[src/rtl/mmio_regfile_p.sv]
// Memory-mapped register file with two combinational read ports and write-through bypass.
// Includes a synchronised external-input register, a sticky W1C event register and an export window.
module mmio_regfile_p #(
    parameter int unsigned DATA_WIDTH  = 32,
    parameter int unsigned ADDR_WIDTH  = 5,
    parameter int unsigned EXT_REG     = 29,
    parameter int unsigned EVT_REG     = 30,
    parameter int unsigned EXPORT_BASE = 10,
    parameter int unsigned NUM_EXPORT  = 13
) (
    input  logic                             clock,
    input  logic                             ctrl_reset,
    input  logic                             ctrl_writeEnable,
    input  logic [ADDR_WIDTH-1:0]            ctrl_writeReg,
    input  logic [DATA_WIDTH-1:0]            data_writeReg,
    input  logic [ADDR_WIDTH-1:0]            ctrl_readRegA,
    input  logic [ADDR_WIDTH-1:0]            ctrl_readRegB,
    output logic [DATA_WIDTH-1:0]            data_readRegA,
    output logic [DATA_WIDTH-1:0]            data_readRegB,
    input  logic [DATA_WIDTH-1:0]            external_inputs,
    output logic [NUM_EXPORT*DATA_WIDTH-1:0] export_bus,
    output logic [NUM_EXPORT-1:0]            export_update,
    output logic                             event_pending
);

    localparam int unsigned NUM_REGS = 1 << ADDR_WIDTH;
    localparam logic [ADDR_WIDTH-1:0] EXT_IDX = ADDR_WIDTH'(EXT_REG);
    localparam logic [ADDR_WIDTH-1:0] EVT_IDX = ADDR_WIDTH'(EVT_REG);

    localparam bit CFG_OK =
        (EXT_REG != 0) && (EVT_REG != 0) && (EXT_REG < NUM_REGS) && (EVT_REG < NUM_REGS) &&
        (EXT_REG != EVT_REG) && (NUM_EXPORT > 0) && (EXPORT_BASE != 0) &&
        (EXPORT_BASE + NUM_EXPORT <= NUM_REGS) &&
        !((EXT_REG >= EXPORT_BASE) && (EXT_REG < EXPORT_BASE + NUM_EXPORT)) &&
        !((EVT_REG >= EXPORT_BASE) && (EVT_REG < EXPORT_BASE + NUM_EXPORT));

    if (!CFG_OK) begin : g_bad_cfg
        $error("mmio_regfile_p: EXT_REG, EVT_REG and export window must be distinct, non-zero and in range");
    end

    logic [DATA_WIDTH-1:0] regs_q [NUM_REGS];
    logic [DATA_WIDTH-1:0] sync1_q, sync2_q, ext_prev_q;
    logic [DATA_WIDTH-1:0] evt_q, evt_d, evt_clr;
    logic [NUM_EXPORT-1:0] export_update_q, export_update_d;
    logic                  gen_we;
    logic                  bypass;

    assign gen_we = ctrl_writeEnable && (ctrl_writeReg != '0) &&
                    (ctrl_writeReg != EXT_IDX) && (ctrl_writeReg != EVT_IDX);
    assign bypass = gen_we && !ctrl_reset;

    // ext_prev_q delays edge detection by one cycle, so events appear one edge after EXT_REG rises
    always_comb begin
        evt_clr = '0;
        if (ctrl_writeEnable && (ctrl_writeReg == EVT_IDX)) begin
            evt_clr = data_writeReg;
        end
        evt_d = (evt_q & ~evt_clr) | (sync2_q & ~ext_prev_q);
    end

    always_comb begin
        export_update_d = '0;
        for (int unsigned k = 0; k < NUM_EXPORT; k++) begin
            if (gen_we && (ctrl_writeReg == ADDR_WIDTH'(EXPORT_BASE + k))) begin
                export_update_d[k] = 1'b1;
            end
        end
    end

    always_ff @(posedge clock or posedge ctrl_reset) begin
        if (ctrl_reset) begin
            for (int unsigned i = 0; i < NUM_REGS; i++) begin
                regs_q[i] <= '0;
            end
            sync1_q         <= '0;
            sync2_q         <= '0;
            ext_prev_q      <= '0;
            evt_q           <= '0;
            export_update_q <= '0;
        end else begin
            if (gen_we) begin
                regs_q[ctrl_writeReg] <= data_writeReg;
            end
            sync1_q         <= external_inputs;
            sync2_q         <= sync1_q;
            ext_prev_q      <= sync2_q;
            evt_q           <= evt_d;
            export_update_q <= export_update_d;
        end
    end

    // Slot 0 is never written, so it reads back as zero without a special case
    function automatic logic [DATA_WIDTH-1:0] read_port(input logic [ADDR_WIDTH-1:0] idx);
        if (bypass && (idx == ctrl_writeReg)) return data_writeReg;
        if (idx == EXT_IDX) return sync2_q;
        if (idx == EVT_IDX) return evt_q;
        return regs_q[idx];
    endfunction

    always_comb data_readRegA = read_port(ctrl_readRegA);
    always_comb data_readRegB = read_port(ctrl_readRegB);

    for (genvar k = 0; k < NUM_EXPORT; k++) begin : g_export
        assign export_bus[k*DATA_WIDTH +: DATA_WIDTH] = regs_q[EXPORT_BASE + k];
    end

    assign export_update = export_update_q;
    assign event_pending = |evt_q;

endmodule

[config.mk]
export PLATFORM = sky130hd
export DESIGN_NAME = mmio_regfile_p
export DESIGN_NICKNAME = d
export VERILOG_FILES = /design/src/rtl/mmio_regfile_p.sv
export SDC_FILE = /design/constraint.sdc
export NUM_CORES = 2
export LEC_CHECK = 0
export CAP_MARGIN = 15
export CORE_ASPECT_RATIO = 1.1
export CORE_MARGIN = 2
export CORE_UTILIZATION = 55
export DETAILED_ROUTE_END_ITERATION = 16
export PLACE_DENSITY_LB_ADDON = 0.15
export SETUP_SLACK_MARGIN = 0.2
export SKIP_CTS_REPAIR_TIMING = 1
export SLEW_MARGIN = 10
export SYNTH_ARGS = -nofsm -noshare
export SYNTH_HDL_FRONTEND = slang
export SYNTH_SLANG_ARGS = --single-unit
[constraint.sdc]
create_clock -name clock -period 94.4 [get_ports clock]
set_input_delay 28.32 -clock clock [delete_from_list [all_inputs] [get_ports clock]]
set_output_delay 28.32 -clock clock [all_outputs]
set_load 0.05 [all_outputs]
==> flow_results.org <==
** Routing
- Detailed Route Iter0 Violations :: 5302
- Total vias in the final route :: 42.56k
- Pre-antenna DRT Iters :: 12
- For this run, design rule violations remaining after detail routing come to 0.
- After detailed routing, the total wire length is 213800 um.
- DR WL/cell :: 34.93 um
- Once detail routing completed, the nets flagged for antenna violations numbered 0.
- In the routed layout, each cell is associated on average with a via count of 6.952.

** Clock network
- Number of clock buffers inserted by TritonCTS :: between 100 and 150
- Clock tree root buffer cell :: sky130_fd_sc_hd__clkbuf_16
- Number of H-tree branching levels :: 3
- After clock tree synthesis, the clock-pin slew on the worst setup and hold paths is 0.06 ns.
- Counting every sink on the clock net gives approximately 1.2k.
- TritonCTS built the clock tree.
- Maximum buffer depth of the clock tree :: 3
- Clk_lat worst skew :: 0.73 ns

** Worst setup path
- Data on the critical path arrives at its endpoint at 33.68 ns.
- CP startpoint kind :: input pin
- RR Endpoint :: evt_q[31]
- Critical path start-end classification :: in -> out
- In this run the critical register-to-register path is launched from sync2_q[31].
- The worst register-to-register path has a depth of 1.
- The worst register-to-register path has a setup slack of 93.43 ns.
- STA puts the critical path data required time at 66.08 ns.
- Type of element capturing the critical path :: output pin
- Of all nets on the critical path, the largest fanout is 37.

** Placement
- Place WS :: 32.67 ns
- Detailed-placement wirelength estimate :: 136200 um
- Counting tap cells, the placed design contains a total of 5900 instances.
- In this run the tool buffered the top-level ports with 575 buffer cells.
- Routability-driven placement finished with a final weighted congestion of ~0.9.
- The placed instances occupy a cell area of 66020 sq um.

** STA
- In the final timing run, aggregate negative setup slack is 0 ns.
- For the pin with the worst max-slew slack, the measured transition is 1.283 ns.
- Slew Limit Headroom :: 13.27%
- Final worst path period share :: between 60% and 70%
- In the post-route analysis, the smallest setup slack over all paths is 32.40 ns.
- Number of hold violations in the final report :: 0
- Setup repair after global routing missed its margin :: false
- Timing would allow up to 16.13 MHz.
- Worst hold slack after final layout :: 0.3382 ns
- The number of slew-limit violations in the final report came to 0.
- Setup violations remaining at the end of the flow were counted as 0.
- Time the worst path needs with I/O delays and setup :: 62.00 ns
- Clock skew on the completed layout was measured at 0.01699 ns.

** Yosys
- Post-Synthesis Cell Area :: 62520 sq um
- After synthesis, the netlist uses 50 different library cells.
- Dividing the synthesized area by the synthesized cell count gives 13.43 sq um.
- In this run, synthesis inferred 0 flip-flops with an integrated enable.
- Total of flip-flops plus latches after synthesis :: between 1k and 1.5k
- Summing the areas of all compound-gate instances in the mapped netlist gives 7.609% of the synthesized area.
- The commonest cells after synthesis are 1165 x sky130_fd_sc_hd__dfrtp_1, 927 x sky130_fd_sc_hd__mux2_2, 425 x sky130_fd_sc_hd__buf_4.
- After synthesis, the largest family of logic cells by area is multiplexers.
- Number of warning messages in the yosys log :: 0
- In this run the biggest area consumer among cell types represents 46.63% of the synthesized area.
- Net count of the mapped netlist :: 4737
- Share of the synthesized netlist area taken by xor and xnor gates :: less than 1%
- Measured against the total synthesized area, the mux share comes to 34.77%.
- Cell count after synthesis :: approximately 4.7k
- By instance count, the leading cell after synthesis is sky130_fd_sc_hd__dfrtp_1.
- The share of the Yosys chip area taken by registers is 46.63%.
- Async set-reset flop share out of synthesis :: between 90% and 100%
- Most area-consuming cells after synthesis :: sky130_fd_sc_hd__dfrtp_1 47%, sky130_fd_sc_hd__mux2_2 17%, sky130_fd_sc_hd__mux4_2 13%, sky130_fd_sc_hd__mux2i_1 5.4%, sky130_fd_sc_hd__buf_4 5.1%
- Adder-cell area share of the yosys netlist :: 0%
- Of all cell types, the one taking the most synthesized area is sky130_fd_sc_hd__dfrtp_1.
- Area fraction in and, or, nand and nor cells after synthesis :: 2.073%
- Primary FF master, synth :: sky130_fd_sc_hd__dfrtp_1

** Pwr
- Power density over the cells :: 23.50 nW/um^2
- For this design the static power due to leakage is 30.40 nW.
- Total power :: 1.650 mW
- The worst-case IR drop observed on VDD is 0.01691 mV.

** Global routing
- Vias in the first global route :: 42.08k
- Global-route wire length before repair :: 308400 um
- Summed over all layers, the global routing overflow is 0.
- Global routing used a little over a third of the available tracks across all layers.
- Entering global routing, the biggest net connects 167 pins.
- The number of antenna violations at the first check in global routing is 11.

** Cells and area
- After routing the design area is 70190 sq um.
- The finished layout holds approximately 6.1k standard cells, fillers aside.
- In the final layout, the share of cells above drive strength 1 is around 36%.
- Number of filler cells placed in the layout :: approximately 8.6k
- Core utilization of the finished layout :: between 60 and 70%
- Net total in the final layout :: 4597
- Compared with the post-synthesis result, the final layout area differs by 12.27%.

** Floorplan
- The floorplan has 129 rows.
- Height of the die :: 357.6 um
- Initial Util :: a little under three fifths
- The die covers 116400 sq um.
- Die W :: 325.5 um
- Std-Cell Core Area :: 112700 sq um
- IO Pins :: ~580

** Flow run
- The tool flagged a number of max-cap violations equal to 0.

** Min path
- Worst Hold End :: sync2_q[21]
- Hold Path Depth :: 0
- The worst hold path belongs to the class reg -> reg.
- Hold wc startpoint :: sync1_q[21]

** Run status
- The flow ran to the end, and the final reports show no timing, DRC or antenna violations.
state kept, by name (all words and copies together) (netlist names):
| name | cells |
|---|---|
| export_update | 13 |
| regs_q | 608 |
| export_bus | 416 |
| evt_q | 32 |
| sync2_q | 32 |
| sync1_q | 32 |
| ext_prev_q | 32 |
cells by family after synthesis:
group	after synthesis
XOR/XNOR	11
buffers and inverters	995
multiplexers	1616
flip-flops	1165
AO/OA/AOI/OAI	595
AND/OR/NAND/NOR	273
cell usage in the layout, fill, tap and decap left out, types with 15 or more instances in the layout:
master	n
sky130_fd_sc_hd__clkbuf_8	27
sky130_fd_sc_hd__clkbuf_16	123
sky130_fd_sc_hd__nor2_1	76
sky130_fd_sc_hd__a211oi_1	60
sky130_fd_sc_hd__a22o_1	80
sky130_fd_sc_hd__o2bb2ai_1	15
sky130_fd_sc_hd__a21oi_1	70
sky130_fd_sc_hd__clkbuf_1	26
sky130_fd_sc_hd__nand2_1	84
sky130_fd_sc_hd__clkdlybuf4s50_1	565
sky130_fd_sc_hd__a222oi_1	64
sky130_fd_sc_hd__mux4_2	352
sky130_fd_sc_hd__mux2i_1	337
sky130_fd_sc_hd__clkinv_2	21
sky130_fd_sc_hd__o221ai_1	62
sky130_fd_sc_hd__o21ai_0	30
sky130_fd_sc_hd__o22ai_1	93
sky130_fd_sc_hd__bufinv_16	15
sky130_fd_sc_hd__mux2_2	927
sky130_fd_sc_hd__dfrtp_1	1165
sky130_fd_sc_hd__a211o_1	35
sky130_fd_sc_hd__o31ai_1	32
sky130_fd_sc_hd__a22oi_1	17
sky130_fd_sc_hd__inv_1	41
sky130_fd_sc_hd__buf_4	118
sky130_fd_sc_hd__o41ai_2	28
report_power, final:
part	total, mW	internal, mW	switching, mW
Clock	0.504	0.299	0.205
Combinational	0.482	0.202	0.280
Sequential	0.663	0.580	0.0834
Total	1.65	1.08	0.569
worst max-delay path by stage:
stage / cells past startpoint / start / endpoint
floorplan: 7 / ctrl_reset / data_readRegA[1]
global placement: 9 / ctrl_readRegB[1] / data_readRegB[30]
detailed placement: 9 / ctrl_readRegB[1] / data_readRegB[30]
CTS: 9 / ctrl_readRegB[1] / data_readRegB[30]
global route: 8 / ctrl_readRegB[0] / data_readRegB[18]
finish: 9 / ctrl_readRegB[1] / data_readRegB[20]
per-layer routing:
| metal | global-route usage (%) | part of all wire, % | up-vias | routed length, um |
|---|---|---|---|---|
| met3 | 9.990 | 11 | 527 | 24310 |
| met1 | 51.08 | 40 | 22500 | 84970 |
| li1 | - | - | 16850 | - |
| met4 | 17.24 | 5.3 | 10 | 11340 |
| met2 | 53.05 | 44 | 2673 | 93160 |
| met5 | 0 | 0.024 | - | 52 |
critical path: stages:
cell,delay (ns)
sky130_fd_sc_hd__buf_4,0.60
sky130_fd_sc_hd__buf_4,0.59
sky130_fd_sc_hd__nand3_4,0.70
sky130_fd_sc_hd__buf_4,0.58
sky130_fd_sc_hd__nor3b_2,0.21
sky130_fd_sc_hd__buf_4,0.41
sky130_fd_sc_hd__or2_2,0.93
sky130_fd_sc_hd__o31ai_1,0.43
sky130_fd_sc_hd__clkdlybuf4s50_1,0.80
area by class of cell:
| type | count | area [sq um] | area share, % |
|---|---|---|---|
| sequential | 1165 | 29150 | 41.53 |
| multi-input combinational | 2495 | 28130 | 40.08 |
| timing repair buffer | 692 | 6681 | 9.519 |
| clock buffer | 175 | 3533 | 5.034 |
| tap | 1506 | 1884 | 2.685 |
| clock inverter | 46 | 636.9 | 0.9073 |
| inverter | 42 | 165.2 | 0.2353 |
| antenna | 1 | 2.502 | 0.003565 |
(Power assumes the default switching activity.)
